`src/rtl/neo_strand_ctrl.sv`:
```
// NeoPixel-style single-wire strand controller: per-pixel colour storage plus serial frame transmitter.
// Define NEO_RGBW_EN to add a W channel per pixel (32 bits per pixel instead of 24).
module neo_strand_ctrl #(
    parameter int NUM_PIXELS = 5,
    parameter int PIX_W      = (NUM_PIXELS > 1) ? $clog2(NUM_PIXELS) : 1,
    parameter int T0H        = 18,
    parameter int T1H        = 35,
    parameter int TBIT       = 63,
    parameter int TLATCH     = 2500
) (
    input  logic             clock,
    input  logic             reset,
    input  logic [7:0]       color_level,
    input  logic [1:0]       color_index,
    input  logic [PIX_W-1:0] pixel_index,
    input  logic             load_color,
    input  logic             send_it,
    output logic             neo_data,
    output logic             ready_to_load,
    output logic             ready_to_send
);

`ifdef NEO_RGBW_EN
    localparam int CHANNELS = 4;
`else
    localparam int CHANNELS = 3;
`endif
    localparam int CW = (TBIT > 1) ? $clog2(TBIT) : 1;
    localparam int LW = (TLATCH > 1) ? $clog2(TLATCH) : 1;

    localparam logic [CW-1:0]    CYC_LAST   = CW'(TBIT - 1);
    localparam logic [CW-1:0]    HIGH_ONE   = CW'(T1H);
    localparam logic [CW-1:0]    HIGH_ZERO  = CW'(T0H);
    localparam logic [LW-1:0]    LATCH_LAST = LW'(TLATCH - 1);
    localparam logic [PIX_W-1:0] PIX_LAST   = PIX_W'(NUM_PIXELS - 1);
    localparam logic [PIX_W:0]   PIX_COUNT  = (PIX_W + 1)'(NUM_PIXELS);
    localparam logic [1:0]       CHAN_LAST  = 2'(CHANNELS - 1);

    typedef enum logic [1:0] {
        IDLE,
        SEND,
        LATCH
    } state_t;

    state_t           stateQ, stateD;
    logic [CW-1:0]    cycleQ, cycleD;
    logic [2:0]       bitQ, bitD;
    logic [1:0]       chanQ, chanD;
    logic [PIX_W-1:0] pixQ, pixD;
    logic [LW-1:0]    latchQ, latchD;
    logic             neoQ, neoD;

    logic [7:0] gQ [NUM_PIXELS];
    logic [7:0] rQ [NUM_PIXELS];
    logic [7:0] bQ [NUM_PIXELS];
`ifdef NEO_RGBW_EN
    logic [7:0] wQ [NUM_PIXELS];
`endif

    logic       loadOk;
    logic [7:0] curByte;
    logic       curBit;
    logic [CW-1:0] highLen;

    assign loadOk = (stateQ == IDLE) && load_color && ({1'b0, pixel_index} < PIX_COUNT);

    // Colour registers only change in IDLE, so a frame in flight sees a frozen snapshot.
    always_ff @(posedge clock) begin
        if (reset) begin
            for (int i = 0; i < NUM_PIXELS; i++) begin
                gQ[i] <= 8'h00;
                rQ[i] <= 8'h00;
                bQ[i] <= 8'h00;
`ifdef NEO_RGBW_EN
                wQ[i] <= 8'h00;
`endif
            end
        end else if (loadOk) begin
            case (color_index)
                2'd0: rQ[pixel_index] <= color_level;
                2'd1: bQ[pixel_index] <= color_level;
                2'd2: gQ[pixel_index] <= color_level;
`ifdef NEO_RGBW_EN
                2'd3: wQ[pixel_index] <= color_level;
`endif
                default: ;
            endcase
        end
    end

    // Wire order per pixel is G, R, B (, W), independent of the load-side channel numbering.
    always_comb begin
        curByte = 8'h00;
        case (chanQ)
            2'd0: curByte = gQ[pixQ];
            2'd1: curByte = rQ[pixQ];
            2'd2: curByte = bQ[pixQ];
`ifdef NEO_RGBW_EN
            2'd3: curByte = wQ[pixQ];
`endif
            default: curByte = 8'h00;
        endcase
    end

    assign curBit  = curByte[bitQ];
    assign highLen = curBit ? HIGH_ONE : HIGH_ZERO;

    always_ff @(posedge clock) begin
        if (reset) begin
            stateQ <= IDLE;
            cycleQ <= '0;
            bitQ   <= '0;
            chanQ  <= '0;
            pixQ   <= '0;
            latchQ <= '0;
            neoQ   <= 1'b0;
        end else begin
            stateQ <= stateD;
            cycleQ <= cycleD;
            bitQ   <= bitD;
            chanQ  <= chanD;
            pixQ   <= pixD;
            latchQ <= latchD;
            neoQ   <= neoD;
        end
    end

    always_comb begin
        stateD = stateQ;
        cycleD = cycleQ;
        bitD   = bitQ;
        chanD  = chanQ;
        pixD   = pixQ;
        latchD = latchQ;
        neoD   = 1'b0;
        case (stateQ)
            IDLE: begin
                if (send_it) begin
                    stateD = SEND;
                    cycleD = '0;
                    bitD   = 3'd7;
                    chanD  = '0;
                    pixD   = '0;
                end
            end
            SEND: begin
                neoD = (cycleQ < highLen);
                if (cycleQ == CYC_LAST) begin
                    cycleD = '0;
                    if (bitQ == 3'd0) begin
                        bitD = 3'd7;
                        if (chanQ == CHAN_LAST) begin
                            chanD = '0;
                            if (pixQ == PIX_LAST) begin
                                pixD   = '0;
                                latchD = '0;
                                stateD = LATCH;
                            end else begin
                                pixD = pixQ + 1'b1;
                            end
                        end else begin
                            chanD = chanQ + 1'b1;
                        end
                    end else begin
                        bitD = bitQ - 1'b1;
                    end
                end else begin
                    cycleD = cycleQ + 1'b1;
                end
            end
            LATCH: begin
                if (latchQ == LATCH_LAST) begin
                    latchD = '0;
                    stateD = IDLE;
                end else begin
                    latchD = latchQ + 1'b1;
                end
            end
            default: stateD = IDLE;
        endcase
    end

    assign neo_data      = neoQ;
    assign ready_to_load = (stateQ == IDLE);
    assign ready_to_send = (stateQ == IDLE);

endmodule

```
`config.mk`:
```
export PLATFORM = sky130hd
export DESIGN_NAME = neo_strand_ctrl
export DESIGN_NICKNAME = d
export VERILOG_FILES = /design/src/rtl/neo_strand_ctrl.sv
export SDC_FILE = /design/constraint.sdc
export NUM_CORES = 1
export LEC_CHECK = 0
export BUFFER_PORTS_ARGS = -buffer_cell sky130_fd_sc_hd__buf_2
export CAP_MARGIN = 10
export CORE_ASPECT_RATIO = 0.75
export CORE_UTILIZATION = 65
export DETAILED_ROUTE_END_ITERATION = 8
export PLACE_DENSITY = 0.89
export SYNTH_ARGS = -nofsm -noshare
export SYNTH_HDL_FRONTEND = slang
export SYNTH_SLANG_ARGS = --single-unit
```
`constraint.sdc`:
```
create_clock -name clock -period 6.4 [get_ports clock]
set_input_delay 0.32 -clock clock [delete_from_list [all_inputs] [get_ports clock]]
set_output_delay 0.32 -clock clock [all_outputs]
set_load 0.05 [all_outputs]
```
==> impl_metrics.toml <==
[status]
outcome = "finished clean"

[pwr]
cellLeakagePower_nw = 4.087
power_frac_seq = 0.551
sw_frac_of_total = 0.2206
p_sw_uw = 677.4
p_clk_frac = 0.392
pwr-share-comb = 0.057
ir_drop_mv = 0.2558
p_int_mw = 2.393
total_power_mw = 3.070
power_density_nw_per_um2 = 274.5

[critical_path]
crit_path_start_kind = "register"
critPathCaptureType = "register"
critPathMaxFanout = 26
setup.worst_path.class = "reg2reg"
crit_required_ns = 6.82
cp.arrival_ns = 4.01

[clocking]
root_buffer = "clkbuf_16"
path_clk_slew_ns = 0.07
cts_max_level = 1
cts_tree = "done"
postCtsSetupBuffers = 0
clock_path_buffers = 3
clk_latency_ns = 0.50
cts_resized = 0
cts_buffers = 21
holdBufCountCts = 0
cts.sink_count = 224

[synthesis]
yosys_warnings = 0
synth-seq-cells = 224
synthArstFlopShare = 0
synth_seq_area_share = 0.6343
synthCells = 705
syn_area_um2 = 10100
synth.distinct_cells = 60
ys.flop_type = "edfxtp_1"
synth_edf_count = 192
avgSynthCellArea_um2 = 14.33

[floorplanning]
start_util = 0.6634
die_w_um = 145.9
num_io_pins = 20
dieArea_um2 = 16050
rows = 39
core_um2 = 15220
die_h_um = 110.0

[sta]
worst_slew_pin_slew_ns = 1.015
period_share = 0.5624
worst_slack_ns = 2.801
slew_headroom = 0.3224
slew_violations = 0
final-setup-viol-count = 0
fin_setup_tns_ns = 0
finClkSkew_ns = 0.007397
grt_setup_unrepaired = "no"
min_period_ns = 3.599
fin_hold_ws_ns = 0.2637
max_freq_mhz = 277.8
finalHoldViolations = 0

[finish]
drive_gt1_frac = 0.1568
fin_util = 0.7346
fin_cells = 1002
finish.instance_area_um2 = 11180
ff_latch_area_um2 = 6411
syn_to_final_growth_pct = 10.73
multi_input_area_um2 = 3719
finish.net_count = 808
fillerInstances = 940
antennaDiodeCount = 0

[placed_design]
placed_cells = 964
placed_area_um2 = 10530
dp_hpwl_um = 14110
port_buffers = 19
gp_congestion = 0.9139
place_worst_setup_slack_ns = 3.000

[global_routing]
grt.total_usage = 0.2796
grt_max_degree = 51
grt_pass1_vias = 5964
grt_pass1_wl_um = 33110
antenna_found_initial = 0
overflow = 0

[route]
vias = 6031
drtIter0Drc = 524
firstDrtPassIters = 8
wl_per_cell_um = 21.49
routed_wl_um = 21540
post-route-drc-count = 0
drtAntennaViolNets = 0
via_per_inst = 6.019

[min_path]
hold_path_class = "in2reg"

[flow_run]
max_cap_violations = 0
[final timing paths]
check	from	end	slack [ns]	cells past startpoint
worst max-delay path	register	neo_data	2.80	11
worst min-delay path	color_level[1]	rQ[7][1]	0.26	1
worst max register to register	register	neo_data	2.80	11
worst min register to register	latchQ[10]	latchQ[10]	0.51	2
[metal layers]
layer  vias to the layer above  global-route usage  wire length, um
li1                       2728                   -                -
met2                       283              0.4720            10420
met5                         -                   0                0
met4                         0             0.07444              506
met3                        38             0.05187             1743
met1                      2982              0.3804             8862
[Yosys cell counts (2+ instances only)]
cell,instances,share of area
edfxtp_1,192,0.57
and2_1,122,0.076
nor2_1,53,0.020
mux4_2,44,0.098
dfxtp_1,32,0.063
nand2_1,24,0.0089
a21oi_1,23,0.011
clkbuf_1,20,0.0074
or2_2,17,0.011
nand3_1,15,0.0074
o21ai_0,15,0.0074
mux2i_1,13,0.013
inv_1,11,0.0041
ha_1,9,0.011
buf_2,7,0.0035
nor3_1,7,0.0035
or3_1,7,0.0043
a211oi_1,6,0.0045
buf_4,6,0.0045
nor2b_1,6,0.0037
a311oi_1,5,0.0043
xor2_1,5,0.0043
a22oi_1,4,0.0030
a31oi_1,4,0.0025
and3_1,4,0.0025
buf_6,4,0.0045
nand2b_1,4,0.0025
nand4_1,4,0.0025
a32oi_1,3,0.0026
mux2_2,3,0.0033
and4_1,2,0.0017
nand4b_1,2,0.0017
nor4_1,2,0.0012
o211a_1,2,0.0020
or3b_2,2,0.0017
xnor2_1,2,0.0017
[power by group through the flow]
| stage | combinational [mW] | sequential (mW) | clock [mW] |
|---|---|---|---|
| floorplan | 0.128 | 1.70 | 0 |
| global placement | 0.163 | 1.72 | 0 |
| detailed placement | 0.170 | 1.72 | 0 |
| CTS | 0.171 | 1.69 | 1.22 |
| global route | 0.189 | 1.70 | 1.27 |
| finish | 0.176 | 1.69 | 1.20 |
[layout by cell type, fill, tap and decap left out, types with 4 or more instances in the layout]
| cell type | netlist | routed |
|---|---|---|
| xor2_1 | 5 | 5 |
| a311oi_1 | 5 | 5 |
| clkbuf_16 | 0 | 21 |
| nor2b_1 | 6 | 6 |
| nand2b_1 | 4 | 4 |
| nand2_1 | 24 | 24 |
| a211oi_1 | 6 | 6 |
| and3_1 | 4 | 4 |
| a21oi_1 | 23 | 23 |
| buf_2 | 7 | 19 |
| edfxtp_1 | 192 | 192 |
| nor2_1 | 53 | 53 |
| a31oi_1 | 4 | 4 |
| ha_1 | 9 | 9 |
| mux4_2 | 44 | 44 |
| or2_2 | 17 | 17 |
| and2_1 | 122 | 122 |
| conb_1 | 1 | 72 |
| a22oi_1 | 4 | 4 |
| o21ai_0 | 15 | 15 |
| dfxtp_1 | 32 | 30 |
| nand4_1 | 4 | 4 |
| nor3_1 | 7 | 7 |
| nand3_1 | 15 | 15 |
| mux2i_1 | 13 | 13 |
| inv_1 | 11 | 11 |
| or3_1 | 7 | 7 |
[cell families after synthesis]
logic type,Yosys count,synth area share
flip-flops,224,0.6343
adder cells (fa/ha/maj),9,0.01115
AO/OA/AOI/OAI,76,0.05104
AND/OR/NAND/NOR,280,0.1588
multiplexers,60,0.1143
other,1,0.0003713
buffers and inverters,48,0.02391
XOR/XNOR,7,0.006070
[sequential cells by signal, summed over array words and instances (netlist names), named ones only]
register / count
gQ: 64
chanQ: 2
pixQ: 3
bQ: 64
stateQ: 2
neo_data: 1
rQ: 64
bitQ: 3
latchQ: 12
cycleQ: 6
[worst max-delay path, stage by stage, from the launching register on]
cell	delay (ns)
dfxtp_1	0.99
inv_1	0.54
mux2_2	0.36
a22o_1	0.12
a31oi_1	0.08
o32ai_1	0.24
and3_1	0.27
inv_1	0.10
ha_1	0.19
nor3_1	0.28
nand3_1	0.14
o221ai_1	0.20
[area by class of cell]
class | instances | share of cell area
Sequential cell | 224 | 0.5733
Multi-Input combinational cell | 504 | 0.3325
Clock buffer | 28 | 0.05135
Tap cell | 205 | 0.02294
Timing Repair Buffer | 20 | 0.009174
Clock inverter | 10 | 0.007049
Inverter | 11 | 0.003692
Power figures use the tool's default switching activity.
